### src/rtl/display_page_ctrl.sv
// Page selector for a 4-page result display.
// Two debounced push-buttons step the page, an optional auto-scroll timer
// advances it, and a data_valid strobe captures a new result word and returns
// to page 0.
module display_page_ctrl #(
  parameter int unsigned DEBOUNCE_CYCLES = 1000000,
  parameter int unsigned AUTO_CYCLES     = 200000000
) (
  input  logic         clk,
  input  logic         rst_n,
  input  logic         btn_next,
  input  logic         btn_prev,
  input  logic         auto_en,
  input  logic [127:0] data_in,
  input  logic         data_valid,
  output logic [127:0] data_out,
  output logic [2:0]   digit_sel,
  output logic [3:0]   page_led,
  output logic         fresh
);

  localparam int unsigned CntW  = (DEBOUNCE_CYCLES > 1) ? $clog2(DEBOUNCE_CYCLES) : 1;
  localparam int unsigned AutoW = (AUTO_CYCLES > 1) ? $clog2(AUTO_CYCLES) : 1;
  localparam logic [CntW-1:0]  CntLast  = CntW'(DEBOUNCE_CYCLES - 1);
  localparam logic [AutoW-1:0] AutoLast = AutoW'(AUTO_CYCLES - 1);

  // Index 0 is btn_next, index 1 is btn_prev.
  logic [1:0]      btn_raw;
  logic [1:0]      sync1_q, sync2_q;
  logic [1:0]      stable_q, stable_d;
  logic [CntW-1:0] cnt_q [2];
  logic [CntW-1:0] cnt_d [2];
  logic [1:0]      press;

  logic [1:0]       page_q, page_d;
  logic [AutoW-1:0] timer_q, timer_d;
  logic             fresh_q, fresh_d;
  logic [127:0]     data_q, data_d;

  assign btn_raw = {btn_prev, btn_next};

  // Two-flop synchronizers, debounce stable state and counters.
  always_ff @(posedge clk or negedge rst_n) begin
    if (!rst_n) begin
      sync1_q  <= '0;
      sync2_q  <= '0;
      stable_q <= '0;
      cnt_q    <= '{default: '0};
    end else begin
      sync1_q  <= btn_raw;
      sync2_q  <= sync1_q;
      stable_q <= stable_d;
      cnt_q    <= cnt_d;
    end
  end

  // Debounce: count cycles the synchronized level disagrees with the stable
  // state; accept the new level once the disagreement has lasted long enough.
  always_comb begin
    stable_d = stable_q;
    press    = '0;
    for (int b = 0; b < 2; b++) begin
      cnt_d[b] = '0;
      if (sync2_q[b] != stable_q[b]) begin
        if (cnt_q[b] == CntLast) begin
          stable_d[b] = ~stable_q[b];
          // Only the rising acceptance counts as a press.
          press[b]    = ~stable_q[b];
        end else begin
          cnt_d[b] = cnt_q[b] + CntW'(1);
        end
      end
    end
  end

  // Page, auto timer, fresh flag and captured data registers.
  always_ff @(posedge clk or negedge rst_n) begin
    if (!rst_n) begin
      page_q  <= '0;
      timer_q <= '0;
      fresh_q <= 1'b0;
      data_q  <= '0;
    end else begin
      page_q  <= page_d;
      timer_q <= timer_d;
      fresh_q <= fresh_d;
      data_q  <= data_d;
    end
  end

  // Priority: data capture, then button events, then auto-scroll.
  always_comb begin
    page_d  = page_q;
    timer_d = timer_q;
    fresh_d = fresh_q;
    data_d  = data_q;
    if (data_valid) begin
      data_d  = data_in;
      page_d  = 2'd0;
      timer_d = '0;
      fresh_d = 1'b1;
    end else if (|press) begin
      fresh_d = 1'b0;
      timer_d = '0;
      case (press)
        2'b01:   page_d = page_q + 2'd1;
        2'b10:   page_d = page_q - 2'd1;
        default: page_d = page_q;  // both at once cancel out
      endcase
    end else if (!auto_en) begin
      timer_d = '0;
    end else if (timer_q == AutoLast) begin
      page_d  = page_q + 2'd1;
      timer_d = '0;
    end else begin
      timer_d = timer_q + AutoW'(1);
    end
  end

  assign data_out  = data_q;
  assign digit_sel = {1'b0, page_q};
  assign page_led  = 4'b0001 << page_q;
  assign fresh     = fresh_q;

endmodule

### config.mk
export PLATFORM = sky130hd
export DESIGN_NAME = display_page_ctrl
export DESIGN_NICKNAME = d
export VERILOG_FILES = /design/src/rtl/display_page_ctrl.sv
export SDC_FILE = /design/constraint.sdc
export NUM_CORES = 1
export LEC_CHECK = 0
export CORE_ASPECT_RATIO = 1.1
export CORE_MARGIN = 3
export CORE_UTILIZATION = 42
export CTS_CLUSTER_DIAMETER = 60
export DETAILED_ROUTE_END_ITERATION = 6
export PLACE_DENSITY = 0.76
export SLEW_MARGIN = 20
export SYNTH_ARGS = -nofsm -noshare
export SYNTH_HDL_FRONTEND = slang
export SYNTH_SLANG_ARGS = --single-unit
### constraint.sdc
create_clock -name clk -period 2.4 [get_ports clk]
set_input_delay 0.48 -clock clk [delete_from_list [all_inputs] [get_ports clk]]
set_output_delay 0.48 -clock clk [all_outputs]
set_load 0.005 [all_outputs]
## Yosys cells after proc, flatten, opt, wreduce, memory -nomap -nowiden

Index checks and enable logic that the tools add are counted.

- Register bits: 205
- Word-level logic and storage cells: 52
- Input port bits: 134

- Equal/unequal tests: 8
- Muxes and demuxes: 19
- Bitwise gates (word level): 2
- $add $sub $neg: 5
- Reduce and logical (&&, ||, !) cells: 7
- Shifts and indexed selects: 1

Operators with widths:

| cell | count |
|---|---|
| $mux W28 | 4 |
| $mux W20 | 4 |
| $add A20 B1 Y20 const B | 2 |
| $eq A20 B20 Y1 const B | 2 |
| $add A28 B1 Y28 const B | 1 |
| $eq A28 B28 Y1 const B | 1 |
| $mux W2 | 4 |
| $mux W1 | 6 |
| $reduce_bool A3 Y1 | 2 |
| $ne A4 B2 Y1 const B | 1 |
| $pmux W2 S2 | 1 |
| $reduce_and A2 Y1 | 2 |
| $shl A1 B2 Y4 const A | 1 |
| $reduce_and A3 Y1 | 1 |
| $add A2 B1 Y2 const B | 1 |
| $eq A2 B1 Y1 const B | 1 |
| $eq A2 B2 Y1 const B | 1 |
| $ne A1 B1 Y1 | 2 |
| $not A1 Y1 | 2 |
| $reduce_bool A2 Y1 | 1 |
| $reduce_or A2 Y1 | 1 |
| $sub A2 B1 Y2 const B | 1 |

## Logic depth before layout (Yosys ltp)

Gate-level depths: netlist of the first run.

- Depth after elaboration: 7
- Mapped depth: 11
- Mapped depth without buffers: 11

## Worst setup path after synthesis of the first run

OpenSTA, ideal clock, no wires.

- Path kind: reg-to-reg
- Start point: register cnt_q[20] (netlist bit)
- End point: register page_q[1]
- Cell stages (with the launch flop): 11
- Arrival: 2.325 ns
- Library setup time: 0.094 ns
- Slack: -0.019 ns
- Path through: dfrtp_1 -> ha_1 -> and4_1 -> nand2_1 -> nor4_1 -> nand3b_1 -> ha_1 -> nor2b_1 -> a31oi_1 -> nor2_1 -> a211oi_1

- Cells in the longest elaborated chain, start to end: 7
- Elaborated cells between the ends (all ways): 13

Ends and longest elaborated chain:

| element | RTL line | text |
|---|---|---|
| from (decl) | 31 | `logic [CntW-1:0] cnt_q [2];` |
| from (signal assigned) | 53 | `cnt_q <= cnt_d;` |
| $eq A20 B20 Y1 (*) | 65 | `if (cnt_q[b] == CntLast) begin` |
| $mux W1 (*) | 65 |  |
| $mux W1 (*) | 64 | `if (sync2_q[b] != stable_q[b]) begin` |
| $eq A2 B2 Y1 or $eq A2 B1 Y1 (tied branches) | 105 | `case (press)` |
| $pmux W2 S2 | 105 |  |
| $mux W2 | 102 | `end else if (\|press) begin` |
| $mux W2 | 97 | `if (data_valid) begin` |
| to (signal assigned) | 84 | `page_q <= page_d;` |
| to (decl) | 35 | `logic [1:0] page_q, page_d;` |

Mark *: on every way between the ends. The rest lies on a longest branch, timed or not.
A chain may end at the register's enable or synchronous reset.

## Final worst setup path of the first run

- Start point: register cnt_q[33] (netlist bit)
- End point: register page_q[1]

Same word-level chain as after synthesis.

==> key figures, run 1 <==
Run status
  • Status: completed

Setup path
  • Buf/Inv on CP: 0
  • Critical Path Source Type: flip-flop
  • WS Path Type: reg -> reg
  • Crit-path cells: nor4b_2 -> nand2_1 -> nor4_4 -> nand3b_1 -> ha_2 -> nor2b_2 -> a31oi_2 -> nor2_1 -> a211oi_2
  • Crit path required time: 2.82 ns
  • Worst path top cell family by delay: simple AND/OR/NAND/NOR gates
  • Worst EP arrival: 2.65 ns
  • Slowest CP cell: dfrtp_1
  • Worst Path Max Fanout: 3
  • CP endpoint kind: flip-flop
  • Crit path largest cell delay: 0.39 ns

CTS
  • H-tree lvl count: 1
  • Cts bufs inserted: 24
  • Clk sinks: 205
  • Maximum buffer depth of the clock tree: 3
  • Reg clk slew, reported paths: 0.06 ns
  • Skew-Pair Late Insertion Delay: 0.50 ns
  • TritonCTS clock tree: done
  • Clock Tree Root: clkbuf_16

STA
  • Slew @ Worst Pin: 0.679 ns
  • Max-slew headroom: 54.4%
  • Max Clk Rate: 448 MHz
  • Final Hold Fails: 0
  • Layout Skew: 0.00760 ns
  • Setup TNS: 0 ns
  • Final Setup Violations: 0
  • Pins Over Slew Limit: 0
  • Fin crit period: 2.23 ns
  • Final Cycle Share: 93.0%
  • Hold WS: 0.348 ns

Die
  • Row count: 54
  • Core outline area: 19900 µm²
  • Die width: 142 µm
  • Die Y: 155 µm
  • Initial Utilization: 43.0%
  • # IOs: 270
  • Die area: 22100 µm²

Cells and area
  • Area growth syn-to-layout: 48.2%
  • Register area: 5130 µm²
  • Footprint of the multi-input gates: 3310 µm²
  • Share of cells above drive strength 1: 23.7%
  • Fillers: 1583
  • Ant. Diodes: 0
  • Nets: 1111

Logic synthesis
  • Synth Flop Type: dfrtp_1
  • Post-synth ARST share: 100%
  • Number of synthesized flops with an enable pin: 0
  • Post-synthesis sequential area ratio: 60.1%
  • Synth area leader: dfrtp_1
  • Synth Instances: 658
  • Yosys reg bits: 205
  • Post-synth top area share: 60.1%
  • Synth area leaders: dfrtp_1 60%, mux2_2 17%, nor2_1 3.6%
  • Count of cell types in the netlist: 44
  • Synth top cells by count: 205 x dfrtp_1, 130 x mux2_2, 81 x nor2_1, 34 x xor2_1
  • Synthesized area: 8530 µm²
  • Yosys warning count: 0
  • Most common cell in the synthesized netlist: dfrtp_1
  • Synth Net Count: 801
  • Post-Syn Area per Cell: 13.0 µm²

Placement
  • Hpwl dp: 15.7 mm
  • Placer Congestion: 0.779
  • Port Buf Inserts: 268

Detailed routing
  • Wire length per cell: 17.3 µm
  • Via/cell ratio: 4.94
  • # DRC: 0
  • Antenna viol nets, final: 0
  • Iteration-0 DRC Markers: 188
  • Vias post-DR: 6112
  • Pre-antenna DRT Iters: 4
  • WL final: 21.4 mm

Global route
  • Grt ovf: 0
  • Initial antenna violation count: 0
  • First-pass GRT wire length: 34.5 mm
  • Largest net degree at the start of global routing: 64
  • Gr usage total: 19.4%
  • Number of global-route vias before repair: 6685

Pwr
  • Peak supply drop: 0.000637 V
  • Lkg Pwr: 5.32 nW
  • P per Cell Area: 682 nW/µm²

Hold path
  • Min-Delay Path Class: reg -> reg

Flow run
  • Max Cap Viol: 0
==> per-layer routing <==
metal	track usage, %	vias up	routed length, µm
li1	-	2890	-
met1	22.0	3002	8060
met2	34.8	186	11100
met3	6.64	34	1740
met4	5.07	0	504
met5	0	-	0
==> cells by family (layout without fill, tap and decap cells) <==
| family | count (synthesis) | count (layout) | share of synthesized area (%) |
|---|---|---|---|
| other | 1 | 1 | 0.0439 |
| muxes | 130 | 130 | 17.2 |
| adders and majority gates | 9 | 9 | 1.32 |
| buffers and inverters | 33 | 360 | 1.79 |
| AOI/OAI and AO/OA | 9 | 9 | 0.763 |
| DFF | 205 | 205 | 60.1 |
| xor gates and xnor gates | 64 | 64 | 6.57 |
| and+or+nand+nor | 207 | 207 | 12.2 |
==> path summary, 6_finish.rpt <==
kind / start / to / slack [ns] / cells past startpoint
max: cnt_q[33]$_DFF_PN0_ / page_q[1]$_DFFE_PN0P_ / 0.17 / 9
min: sync1_q[0]$_DFF_PN0_ / sync2_q[0]$_DFF_PN0_ / 0.35 / 0
max reg2reg: cnt_q[33]$_DFF_PN0_ / page_q[1]$_DFFE_PN0P_ / 0.17 / 9
min reg2reg: sync1_q[0]$_DFF_PN0_ / sync2_q[0]$_DFF_PN0_ / 0.35 / 0
max in group asynchronous: rst_n / data_out[70]$_DFFE_PN0P_ / 1.18 / 3
min in group asynchronous: rst_n / cnt_q[36]$_DFF_PN0_ / 0.48 / 2
==> area by class of cell <==
class | instances | area share [%]
sequential | 205 | 40.6
multi-input combinational | 420 | 26.2
timing repair buffer | 310 | 24.1
clock buffer | 34 | 5.61
tap | 252 | 2.49
clock inverter | 9 | 0.791
inverter | 7 | 0.208
==> flip-flops by register name, indices dropped and copies added, names as in the netlist <==
signal and flops:
cnt_q 40, sync2_q 2, fresh 1, stable_q 2, sync1_q 2, page_q 2, timer_q 28, data_out 128
==> timing repair <==
action / in CTS / in global routing
pin swaps: 0 / 3
hold buffers: 1 / 0
hold endpoints to repair: 40 / 0
gates resized for setup: 2 / 9
endpoints found under the setup margin: 2 / 21
setup buffers: 0 / 1
==> cell usage in the layout, fill, tap and decap left out, drive strengths merged, types with 23 or more instances in the layout <==
master           n
mux2           130
nand3           32
clkbuf          35
nand2           23
xor2            34
nor2            81
dfrtp          205
clkdlybuf4s50  266
buf             42
xnor2           30
==> where the power goes <==
group / total [mW] / internal [mW] / switching (mW)
clock: 3.66 / 2.27 / 1.39
sequential: 3.81 / 3.69 / 0.119
combinational: 1.15 / 0.775 / 0.377
==> metrics by stage <==
stage	std cells	setup WS [ns]	power, mW	util [%]	instance area, µm²
2_1_floorplan	658	0.0449	4.17	-	8540
3_3_place_gp	1192	0.000502	5.01	59.2	11800
3_5_place_dp	1192	-0.0535	5.03	59.2	11800
4_1_cts	1236	0.0463	8.75	63.4	12600
5_1_grt	1237	-0.0148	8.98	63.7	12600
6_report	1237	0.169	8.62	63.7	12600
(Power assumes the default switching activity.)
==> inputs of run 2 (changes only) <==
--- a/config.mk
+++ b/config.mk
@@ -11,7 +11,7 @@
 export CTS_CLUSTER_DIAMETER = 60
 export DETAILED_ROUTE_END_ITERATION = 6
 export PLACE_DENSITY = 0.76
-export SLEW_MARGIN = 20
+export SLEW_MARGIN = 30
 export SYNTH_ARGS = -nofsm -noshare
 export SYNTH_HDL_FRONTEND = slang
 export SYNTH_SLANG_ARGS = --single-unit
==> results of run 2 <==
No change in the layout: final DEF, timing and power equal those of run 1.
==> inputs of run 3 (changes only) <==
--- a/config.mk
+++ b/config.mk
@@ -5,12 +5,13 @@
 export SDC_FILE = /design/constraint.sdc
 export NUM_CORES = 1
 export LEC_CHECK = 0
+export ABC_AREA = 1
 export CORE_ASPECT_RATIO = 1.1
 export CORE_MARGIN = 3
 export CORE_UTILIZATION = 42
 export CTS_CLUSTER_DIAMETER = 60
 export DETAILED_ROUTE_END_ITERATION = 6
-export PLACE_DENSITY = 0.76
+export PLACE_DENSITY = 0.75
 export SLEW_MARGIN = 30
 export SYNTH_ARGS = -nofsm -noshare
 export SYNTH_HDL_FRONTEND = slang
==> run 3 against run 2 <==
Compared with the run above: register-to-register slack better by 0.03 ns; final area is 3.5% higher; total power shrank 1.6%; via count increased by 33%; die area is 7.3% higher; setup slack gained 0.035 ns; largest cell class unchanged.
==> key figures, run 3 <==
Detailed routing
  • WL final: 25.4 mm (+18%)
  • Pre-antenna DRT Iters: 6 (+2)
  • Antenna viol nets, final: 0 (unchanged)
  • Wire length per cell: 14.7 µm (-15%)
  • # DRC: 0 (unchanged)
  • Vias post-DR: 8122 (+33%)
  • Via/cell ratio: 4.72 (-4.5%)
  • Iteration-0 DRC Markers: 289 (+54%)

Logic synthesis
  • Synth Flop Type: dfrtp_1
  • Count of cell types in the netlist: 34 (-23%)
  • Mux contribution to synthesized area: 0% (-17 points)
  • Post-Syn Area per Cell: 8.09 µm² (-38%)
  • Synth Instances: 1135 (+72%)
  • Synth top cells by count: 505 x nand2_1, 205 x dfrtp_1, 122 x nor2_1, 80 x inv_1, 38 x nor3_1
  • Synth Area in Compound Gates: 1.58% (+0.82 points)
  • Adder-Cell Fraction of Synth Area: 1.23% (-0.094 points)
  • Number of synthesized flops with an enable pin: 0 (unchanged)
  • Post-synth top area share: 55.9% (-4.3 points)
  • Post-synth ARST share: 100% (unchanged)
  • Post-synthesis sequential area ratio: 55.9% (-4.3 points)
  • Largest family of logic cells by synthesized area: simple AND/OR/NAND/NOR gates
  • Synthesized area: 9190 µm² (+7.6%)
  • Most common cell in the synthesized netlist: nand2_1
  • Synth area leaders: dfrtp_1 56%, nand2_1 21%, nor2_1 5.0%
  • Synth area leader: dfrtp_1
  • Yosys warning count: 0 (unchanged)
  • Synth Net Count: 1278 (+60%)
  • Yosys reg bits: 205 (unchanged)
  • Xor/xnor share of the synthesized area: 2.00% (-4.6 points)
  • Simple-Gate Fraction of Synth Area: 34.2% (+22 points)

Die
  • Row count: 56 (+3.7%)
  • Initial Utilization: 42.8% (-0.12 points)
  • Die area: 23700 µm² (+7.3%)
  • Die Y: 161 µm (+3.6%)
  • # IOs: 270 (unchanged)
  • Core outline area: 21400 µm² (+7.9%)
  • Die width: 147 µm (+3.6%)

Placement
  • Hpwl dp: 18.5 mm (+18%)
  • Port Buf Inserts: 268 (unchanged)
  • Placed cells: 1680 (+41%)
  • Placer Congestion: 0.912 (+17%)
  • Pre-CTS setup slack: -0.166 ns (-0.113 ns)

CTS
  • Skew-Pair Late Insertion Delay: 0.50 ns (about the same)
  • Maximum buffer depth of the clock tree: 3 (unchanged)
  • Clk sinks: 205 (unchanged)
  • TritonCTS clock tree: done
  • Reg clk slew, reported paths: 0.06 ns (about the same)
  • Clock Tree Root: clkbuf_16
  • H-tree lvl count: 1 (unchanged)
  • Cts bufs inserted: 23 (-4.2%)
  • Post-CTS Setup Bufs: 0 (unchanged)

Setup path
  • CP endpoint kind: flip-flop
  • WS Path Type: reg -> reg
  • Crit path required time: 2.82 ns (about the same)
  • Worst Path Max Fanout: 11 (+8)
  • Critical Path Source Type: flip-flop
  • Worst EP arrival: 2.62 ns (-0.03 ns)

STA
  • Final Setup Violations: 0 (unchanged)
  • Final Hold Fails: 0 (unchanged)
  • Layout Skew: 0.0120 ns (+0.00443 ns)
  • RSZ-0062 raised after global routing: no
  • Fin crit period: 2.20 ns (-0.0346 ns)
  • Hold WS: 0.352 ns (+0.00327 ns)
  • Max-slew headroom: 63.3% (+8.9 points)
  • Pins Over Slew Limit: 0 (unchanged)
  • Max Clk Rate: 455 MHz (+1.6%)
  • Slew @ Worst Pin: 0.546 ns (-0.133 ns)
  • Final WS setup: 0.203 ns (+0.0346 ns)
  • Final Cycle Share: 91.5% (-1.4 points)

Global route
  • Grt ovf: 0 (unchanged)
  • Number of global-route vias before repair: 8127 (+22%)
  • Gr usage total: 21.0% (+1.6 points)
  • Initial antenna violation count: 0 (unchanged)
  • First-pass GRT wire length: 41.1 mm (+19%)
  • Largest net degree at the start of global routing: 120 (+88%)

Pwr
  • P per Cell Area: 648 nW/µm² (-4.9%)
  • Peak supply drop: 0.000469 V (-26%)
  • Lkg Pwr: 6.09 nW (+15%)

Cells and area
  • Fillers: 1904 (+20%)
  • Area growth syn-to-layout: 42.5%
  • Most common cell after layout, fill and taps aside: nand2_1
  • Max FFs per register: 128 (unchanged)
  • Share of cells above drive strength 1: 7.05% (-17 points)
  • Final Non-Filler Cells: 1722 (+39%)
  • Most frequent cells in the layout: 505 x nand2_1, 266 x clkdlybuf4s50_1, 205 x dfrtp_1
  • Nets: 1559 (+40%)
  • Ant. Diodes: 0 (unchanged)

Hold path
  • Min-Delay Path Class: reg -> reg

Run status
  • Status: completed

Flow run
  • Max Cap Viol: 0 (unchanged)
[run 3: changes by cell type after synthesis, sizes merged, moves of 19 or more]
cell	before	now
xor2	34	15
nor2	81	138
nor3	9	41
mux2	130	0
xnor2	30	6
nand2	23	513
inv	7	84
[run 3: cell type report]
| class | instances | area, µm² | share of cell area, % |
|---|---|---|---|
| clock inverters | 9 | 95.1 | 0.727 |
| clock buffers | 32 | 679 | 5.19 |
| well taps | 290 | 363 | 2.77 |
| inverters | 84 | 318 | 2.43 |
| repair buffers | 288 | 2900 | 22.2 |
| multi-input cells | 814 | 3600 | 27.5 |
| flip-flops and latches | 205 | 5130 | 39.2 |
[run 3: worst paths after layout]
kind                                       from                  endpoint  slack (ns)  depth (start not counted)
setup / recovery            cnt_q[20]$_DFF_PN0_     timer_q[24]$_DFF_PN0_        0.20                         14
hold / removal             sync1_q[1]$_DFF_PN0_      sync2_q[1]$_DFF_PN0_        0.35                          0
setup reg to reg            cnt_q[20]$_DFF_PN0_     timer_q[24]$_DFF_PN0_        0.20                         14
hold reg to reg            sync1_q[1]$_DFF_PN0_      sync2_q[1]$_DFF_PN0_        0.35                          0
max in group asynchronous                 rst_n  data_out[61]$_DFFE_PN0P_        1.17                          3
min in group asynchronous                 rst_n       cnt_q[31]$_DFF_PN0_        0.55                          2
[run 3: repair_timing]
item,CTS,global route
resized for setup,1,2
endpoints found under the setup margin,11,12
hold buffers,1,0
endpoints found under the hold margin,38,0
[run 3: kinds of logic after synthesis]
group / count (synthesis)
simple gates: 756
flops: 205
xor+xnor: 21
fa+ha+maj: 9
compound gates: 27
other cells: 1
buf+inv: 116
[run 3: stage by stage]
| step | area (µm²) | util (%) | power (mW) | TNS (ns) |
|---|---|---|---|---|
| final | 13100 | 61.0 | 8.48 | 0 |
| after global routing | 13100 | 61.0 | 8.89 | 0 |
| after CTS | 13100 | 61.0 | 8.62 | 0 |
| after detailed placement | 12300 | 57.3 | 4.99 | -0.865 |
| after global placement | 12300 | 57.3 | 4.97 | -0.0736 |
| after floorplan | 9190 | - | 4.14 | 0 |
[run 3: power by group]
group	switching, mW	total (mW)	leakage (nW)	internal, mW
registers	0.127	3.79	2.61	3.67
clock network	1.38	3.56	0.392	2.18
logic	0.465	1.13	3.09	0.663
total	1.97	8.48	6.09	6.51
[run 3: critical path: stages, from the launching register on]
cell and delay, ns:
dfrtp_1 0.39, ha_1 0.26, nand3_2 0.10, nor2_2 0.04, inv_2 0.07, nor2_4 0.05, nand3_2 0.08, nor2_1 0.05
nand2_1 0.08, ha_1 0.18, nand2_1 0.06, nor2_1 0.13, a21boi_4 0.37, o21ai_0 0.14, nor2_1 0.12
[run 3: layer usage]
metal  part of all wire, %  track usage, %  up-vias
li1                      -               -     4053
met1                    40            25.4     3756
met2                    48            35.7      267
met3                   9.6            7.72       46
met4                   2.5            5.89        0
met5                     0               0        -
